`config.mk`:
```
export PLATFORM = sky130hd
export DESIGN_NAME = arm1_addr_sequencer
export DESIGN_NICKNAME = d
export VERILOG_FILES = /design/src/rtl/arm1_pkg.sv /design/src/rtl/arm1_addr_incdec.sv /design/src/rtl/arm1_addr_sequencer.sv
export SDC_FILE = /design/constraint.sdc
export NUM_CORES = 1
export LEC_CHECK = 0
export ABC_CLOCK_PERIOD_IN_PS = 3230
export BUFFER_PORTS_ARGS = -buffer_cell sky130_fd_sc_hd__buf_2
export CAP_MARGIN = 10
export CORE_MARGIN = 3
export CORE_UTILIZATION = 28
export CTS_CLUSTER_DIAMETER = 150
export DETAILED_ROUTE_END_ITERATION = 6
export PLACE_DENSITY = 0.56
export SLEW_MARGIN = 20
export SYNTH_ARGS = -nofsm -noshare
export SYNTH_HDL_FRONTEND = slang
export SYNTH_HIERARCHICAL = 1
export SYNTH_SLANG_ARGS = --single-unit
```
`constraint.sdc`:
```
create_clock -name clk -period 3.23 [get_ports clk]
set_clock_uncertainty 0.05 [all_clocks]
set_input_delay 0.323 -clock clk [delete_from_list [all_inputs] [get_ports clk]]
set_output_delay 0.323 -clock clk [all_outputs]
set_load 0.02 [all_outputs]
```
`src/rtl/arm1_pkg.sv`:
```
// rtl/arm1_pkg.sv - shared state encoding and address defaults for the ARM1 address path
package arm1_pkg;

    localparam int ARM1_ADDR_W     = 26;
    localparam int ARM1_WORD_BYTES = 4;

    typedef enum logic [1:0] {
        IDLE   = 2'd0,
        ACTIVE = 2'd1,
        FAULT  = 2'd2
    } arm1_state_e;

endpackage

```
`src/rtl/arm1_addr_incdec.sv`:
```
// rtl/arm1_addr_incdec.sv - combinational +/-STEP over ADDR_W bits with carry/borrow out
module arm1_addr_incdec #(
    parameter int ADDR_W = 26,
    parameter int STEP   = 4
) (
    input  logic [ADDR_W-1:0] i_addr,
    input  logic              i_dec,
    output logic [ADDR_W-1:0] o_addr,
    output logic              o_carry
);

    localparam logic [ADDR_W:0] STEP_EXT = (ADDR_W+1)'(STEP);

    logic [ADDR_W:0] w_sum;
    logic [ADDR_W:0] w_diff;

    // One extra bit catches carry out of the top (inc) or borrow below zero (dec)
    assign w_sum   = {1'b0, i_addr} + STEP_EXT;
    assign w_diff  = {1'b0, i_addr} - STEP_EXT;
    assign o_addr  = i_dec ? w_diff[ADDR_W-1:0] : w_sum[ADDR_W-1:0];
    assign o_carry = i_dec ? w_diff[ADDR_W] : w_sum[ADDR_W];

endmodule

```
`src/rtl/arm1_addr_sequencer.sv`:
```
// rtl/arm1_addr_sequencer.sv - ARM1 burst address sequencer; ADDR_EXC_EN enables the 26-bit address exception
module arm1_addr_sequencer
    import arm1_pkg::*;
#(
    parameter int ADDR_W    = ARM1_ADDR_W,
    parameter int INC_BYTES = ARM1_WORD_BYTES,
    parameter int MAX_BURST = 16,
    parameter int CNT_W     = $clog2(MAX_BURST + 1)
) (
    input  logic              clk,
    input  logic              rst,
    input  logic              load_valid,
    output logic              load_ready,
    input  logic [ADDR_W-1:0] load_addr,
    input  logic [CNT_W-1:0]  burst_len,
    input  logic              burst_dir,
    input  logic              mem_wait,
    input  logic              abort,
    output logic [ADDR_W-1:0] addr,
    output logic              mreq,
    output logic              seq,
    output logic [ADDR_W-1:0] pc_inc,
    output logic [CNT_W-1:0]  beat_idx,
    output logic              done,
    output logic              aborted,
    output logic              addr_exc
);

    localparam logic [CNT_W-1:0] MAX_LEN = CNT_W'(MAX_BURST);

    arm1_state_e       r_state;
    arm1_state_e       w_state_nxt;
    logic [ADDR_W-1:0] r_addr;
    logic              r_mreq;
    logic              r_seq;
    logic              r_dir;
    logic [CNT_W-1:0]  r_idx;
    logic [CNT_W-1:0]  r_len;
    logic              r_done;
    logic              r_aborted;
    logic              r_exc;

    logic [CNT_W-1:0]  w_len_eff;
    logic [ADDR_W-1:0] w_step_addr;
    logic              w_step_carry;
    logic              w_pc_carry;
    logic              w_accept;
    logic              w_beat_ok;
    logic              w_final;
    logic              w_exc_fault;
    logic              w_unused;

    arm1_addr_incdec #(.ADDR_W(ADDR_W), .STEP(INC_BYTES)) u_step (
        .i_addr  (r_addr),
        .i_dec   (r_dir),
        .o_addr  (w_step_addr),
        .o_carry (w_step_carry)
    );

    arm1_addr_incdec #(.ADDR_W(ADDR_W), .STEP(INC_BYTES)) u_pc_inc (
        .i_addr  (r_addr),
        .i_dec   (1'b0),
        .o_addr  (pc_inc),
        .o_carry (w_pc_carry)
    );

    // PC-bus carry is meaningless; the step carry only matters with the exception enabled
    assign w_unused = w_pc_carry ^ w_step_carry;

    always_comb begin
        w_len_eff = burst_len;
        if (burst_len == '0) begin
            w_len_eff = CNT_W'(1);
        end else if (burst_len > MAX_LEN) begin
            w_len_eff = MAX_LEN;
        end
    end

    assign load_ready = rst && (r_state == IDLE);
    assign w_accept   = load_valid && load_ready;
    assign w_beat_ok  = (r_state == ACTIVE) && !mem_wait && !abort;
    assign w_final    = (r_idx == r_len - CNT_W'(1));

`ifdef ADDR_EXC_EN
    assign w_exc_fault = w_step_carry;
`else
    assign w_exc_fault = 1'b0;
`endif

    always_ff @(posedge clk or negedge rst) begin
        if (!rst) begin
            r_state <= IDLE;
        end else begin
            r_state <= w_state_nxt;
        end
    end

    always_comb begin
        w_state_nxt = r_state;
        case (r_state)
            IDLE: begin
                if (w_accept) begin
                    w_state_nxt = ACTIVE;
                end
            end
            ACTIVE: begin
                if (abort) begin
                    w_state_nxt = FAULT;
                end else if (w_beat_ok) begin
                    if (w_final) begin
                        w_state_nxt = IDLE;
                    end else if (w_exc_fault) begin
                        w_state_nxt = FAULT;
                    end
                end
            end
            FAULT:   w_state_nxt = IDLE;
            default: w_state_nxt = IDLE;
        endcase
    end

    always_ff @(posedge clk or negedge rst) begin
        if (!rst) begin
            r_addr    <= '0;
            r_mreq    <= 1'b0;
            r_seq     <= 1'b0;
            r_dir     <= 1'b0;
            r_idx     <= '0;
            r_len     <= CNT_W'(1);
            r_done    <= 1'b0;
            r_aborted <= 1'b0;
            r_exc     <= 1'b0;
        end else begin
            r_done    <= 1'b0;
            r_aborted <= 1'b0;
            r_exc     <= 1'b0;
            case (r_state)
                IDLE: begin
                    if (w_accept) begin
                        r_addr <= load_addr;
                        r_mreq <= 1'b1;
                        r_seq  <= 1'b0;
                        r_dir  <= burst_dir;
                        r_idx  <= '0;
                        r_len  <= w_len_eff;
                    end
                end
                ACTIVE: begin
                    // Abort wins over both wait and completion; the beat is not counted
                    if (abort) begin
                        r_mreq    <= 1'b0;
                        r_seq     <= 1'b0;
                        r_aborted <= 1'b1;
                    end else if (!mem_wait) begin
                        if (w_final) begin
                            r_mreq <= 1'b0;
                            r_seq  <= 1'b0;
                            r_done <= 1'b1;
                        end else if (w_exc_fault) begin
                            r_mreq <= 1'b0;
                            r_seq  <= 1'b0;
                            r_exc  <= 1'b1;
                        end else begin
                            r_addr <= w_step_addr;
                            r_seq  <= 1'b1;
                            r_idx  <= r_idx + CNT_W'(1);
                        end
                    end
                end
                default: begin
                end
            endcase
        end
    end

    assign addr     = r_addr;
    assign mreq     = r_mreq;
    assign seq      = r_seq;
    assign beat_idx = r_idx;
    assign done     = r_done;
    assign aborted  = r_aborted;
    assign addr_exc = r_exc;

endmodule

```
==> results.json <==
{
  "firstDrtPassIters": 5,
  "cp.required_ns": 2.86,
  "cts_buffers": 5,
  "synth_warnings": 6,
  "fmax_mhz": 338,
  "critical-path-max-stage-delay_ns": 0.62,
  "port-buffer-count": 98,
  "fp.dieH_um": 127,
  "filler_cell_count": 1496,
  "netlist_instances": 448,
  "utilization": 0.348,
  "cts-root-buf": "clkbuf_16",
  "cp_slowest_cell": "dfrtp_1",
  "hold_class": "input pin to asynchronous set/reset pin",
  "critical_path_buf_inv_count": 1,
  "worstPathCellList": "ha_1 -> nor2b_1 -> nand4_1 -> o22ai_1 -> o21ai_0 -> xnor2_1 -> buf_2",
  "busiest_layer": "met2",
  "synth_area_sq_mm": 0.00412,
  "use_met2": 0.243,
  "ant_nets": 0,
  "cts_num_sinks": 43,
  "crit_arrival_ns": 2.59,
  "drive_gt1_frac": 0.362,
  "row_count": 43,
  "clk_path_buf_depth": 2,
  "drt_iter0_markers": 462,
  "p_leak_nw": 2.07,
  "track_usage": 0.148,
  "gp_congestion": 0.892,
  "dp_slack_ns": 0.442,
  "max_cap_viol_count": 0,
  "cts_tree": "yes",
  "place_hpwl_um": 8840,
  "clock_latency_ns": 0.29,
  "met3_usage": 0.0268,
  "cp-start-kind": "register",
  "gr-usage-met1": 0.202,
  "grt_pass1_wl_um": 19800,
  "worst-path-max-fanout": 12,
  "pin_count": 100,
  "cts_setup_buffers": 0,
  "area_growth_pct": 19.7,
  "critPathCaptureType": "primary output",
  "tightest_slew_ns": 0.784,
  "totalWireLength_um": 12100,
  "crit_family": "flip-flops",
  "nets": 583,
  "avgSynthCellArea_sq_um": 9.19,
  "core-area_sq_mm": 0.0141,
  "fp.dieArea_sq_mm": 0.0162,
  "drv_slew": 0,
  "clkTransAtPathRegs_ns": 0.07,
  "num_vias": 3755,
  "ctsHoldBuffers": 0,
  "final-hold-violation-count": 0,
  "crit_type": "register to primary output",
  "wl_per_cell_um": 16.8,
  "outcome": "finished, final reports clean",
  "drcViolationCount": 0,
  "gr-total-overflow": 0,
  "rsz0062_at_grt": "no",
  "diodes": 0,
  "htree_levels": 2,
  "fin_ws_ns": 0.269,
  "grt_pass1_vias": 3735,
  "tns_ns": 0,
  "setup_viol": 0,
  "cts_resized": 0,
  "finalCritPeriodShare": 0.917,
  "die_x_um": 127,
  "power_density_mw_per_mm2": 896,
  "vdd_drop_max_v": 0.000485,
  "min_period_ns": 2.96,
  "start_util": 0.291,
  "antenna_found_initial": 0,
  "slew_headroom": 0.477,
  "r2r_slack_ns": 0.46,
  "avgViaCountPerCell": 5.21,
  "grt_max_degree": 46
}
## worst reg2reg max path: cells and delay by family (launching register included)
kind / cells / cell delay (ns)
fa+ha+maj: 1 / 0.24
simple gates: 2 / 0.48
flops: 1 / 0.62
mux: 2 / 0.51
xor+xnor: 1 / 0.16
compound gates: 2 / 0.59
## stage by stage
| step | power [mW] | cells | hold slack [ns] | cell area [sq um] |
|---|---|---|---|---|
| 3_5_place_dp | 3.85 | 713 | 0.424 | 4760 |
| 6_report | 4.41 | 721 | 0.111 | 4930 |
| 5_1_grt | 4.76 | 721 | 0.160 | 4930 |
| 3_3_place_gp | 3.80 | 713 | 0.423 | 4760 |
| 4_1_cts | 4.46 | 721 | 0.138 | 4920 |
| 2_1_floorplan | 3.08 | 456 | -0.0226 | 4150 |
## cells in the final DEF (no fill, tap or decap), drive strengths merged, types with 7 or more instances in the layout
| cell | count |
|---|---|
| dfrtp | 42 |
| a31oi | 10 |
| nor4 | 10 |
| nand4 | 13 |
| inv | 16 |
| nor2b | 9 |
| xor2 | 20 |
| buf | 107 |
| nor3 | 26 |
| conb | 9 |
| and3 | 10 |
| mux2 | 54 |
| o31ai | 7 |
| o21ai | 13 |
| a21oi | 8 |
| nor2 | 22 |
| nand3 | 19 |
| nand2 | 35 |
| xnor2 | 31 |
## layout make-up
class	instances	area [sq um]	share of cell area
Clock buffer	5	125	0.0254
Timing Repair Buffer	107	558	0.113
Multi-Input combinational cell	367	2840	0.576
Clock inverter	3	43.8	0.00889
Inverter	16	60.1	0.0122
Tap cell	180	225	0.0457
Sequential cell	43	1080	0.219
## state kept, by name, indices dropped and copies added (netlist names)
register and flops:
beat_idx 5, seq 1, r_state 2, r_dir 1, addr 26, r_len 5, mreq 1, done 1
aborted 1
## metal layers
metal  vias to the layer above  share of wire
met1                      1781           0.46
met4                         0          0.015
met5                         -              0
li1                       1817              -
met3                        15          0.056
met2                       142           0.47
## final timing paths
path | start | endpoint | cells past startpoint
setup / recovery | addr[2]$_DFFE_PN0P_ | pc_inc[24] | 7
hold / removal | rst | beat_idx[2]$_DFFE_PN0P_ | 2
setup reg to reg | addr[2]$_DFFE_PN0P_ | addr[24]$_DFFE_PN0P_ | 8
hold reg to reg | mreq$_DFFE_PN0P_ | mreq$_DFFE_PN0P_ | 1
max in group asynchronous | rst | addr[4]$_DFFE_PN0P_ | 2
min in group clk | burst_len[4] | r_len[0]$_DFFE_PN1P_ | 2
## power breakdown
part           internal, mW  total (mW)  switching [mW]
sequential            0.732        1.50           0.769
clock                 0.365       0.591           0.226
combinational          1.05        2.32            1.27
(Power assumes the default switching activity.)
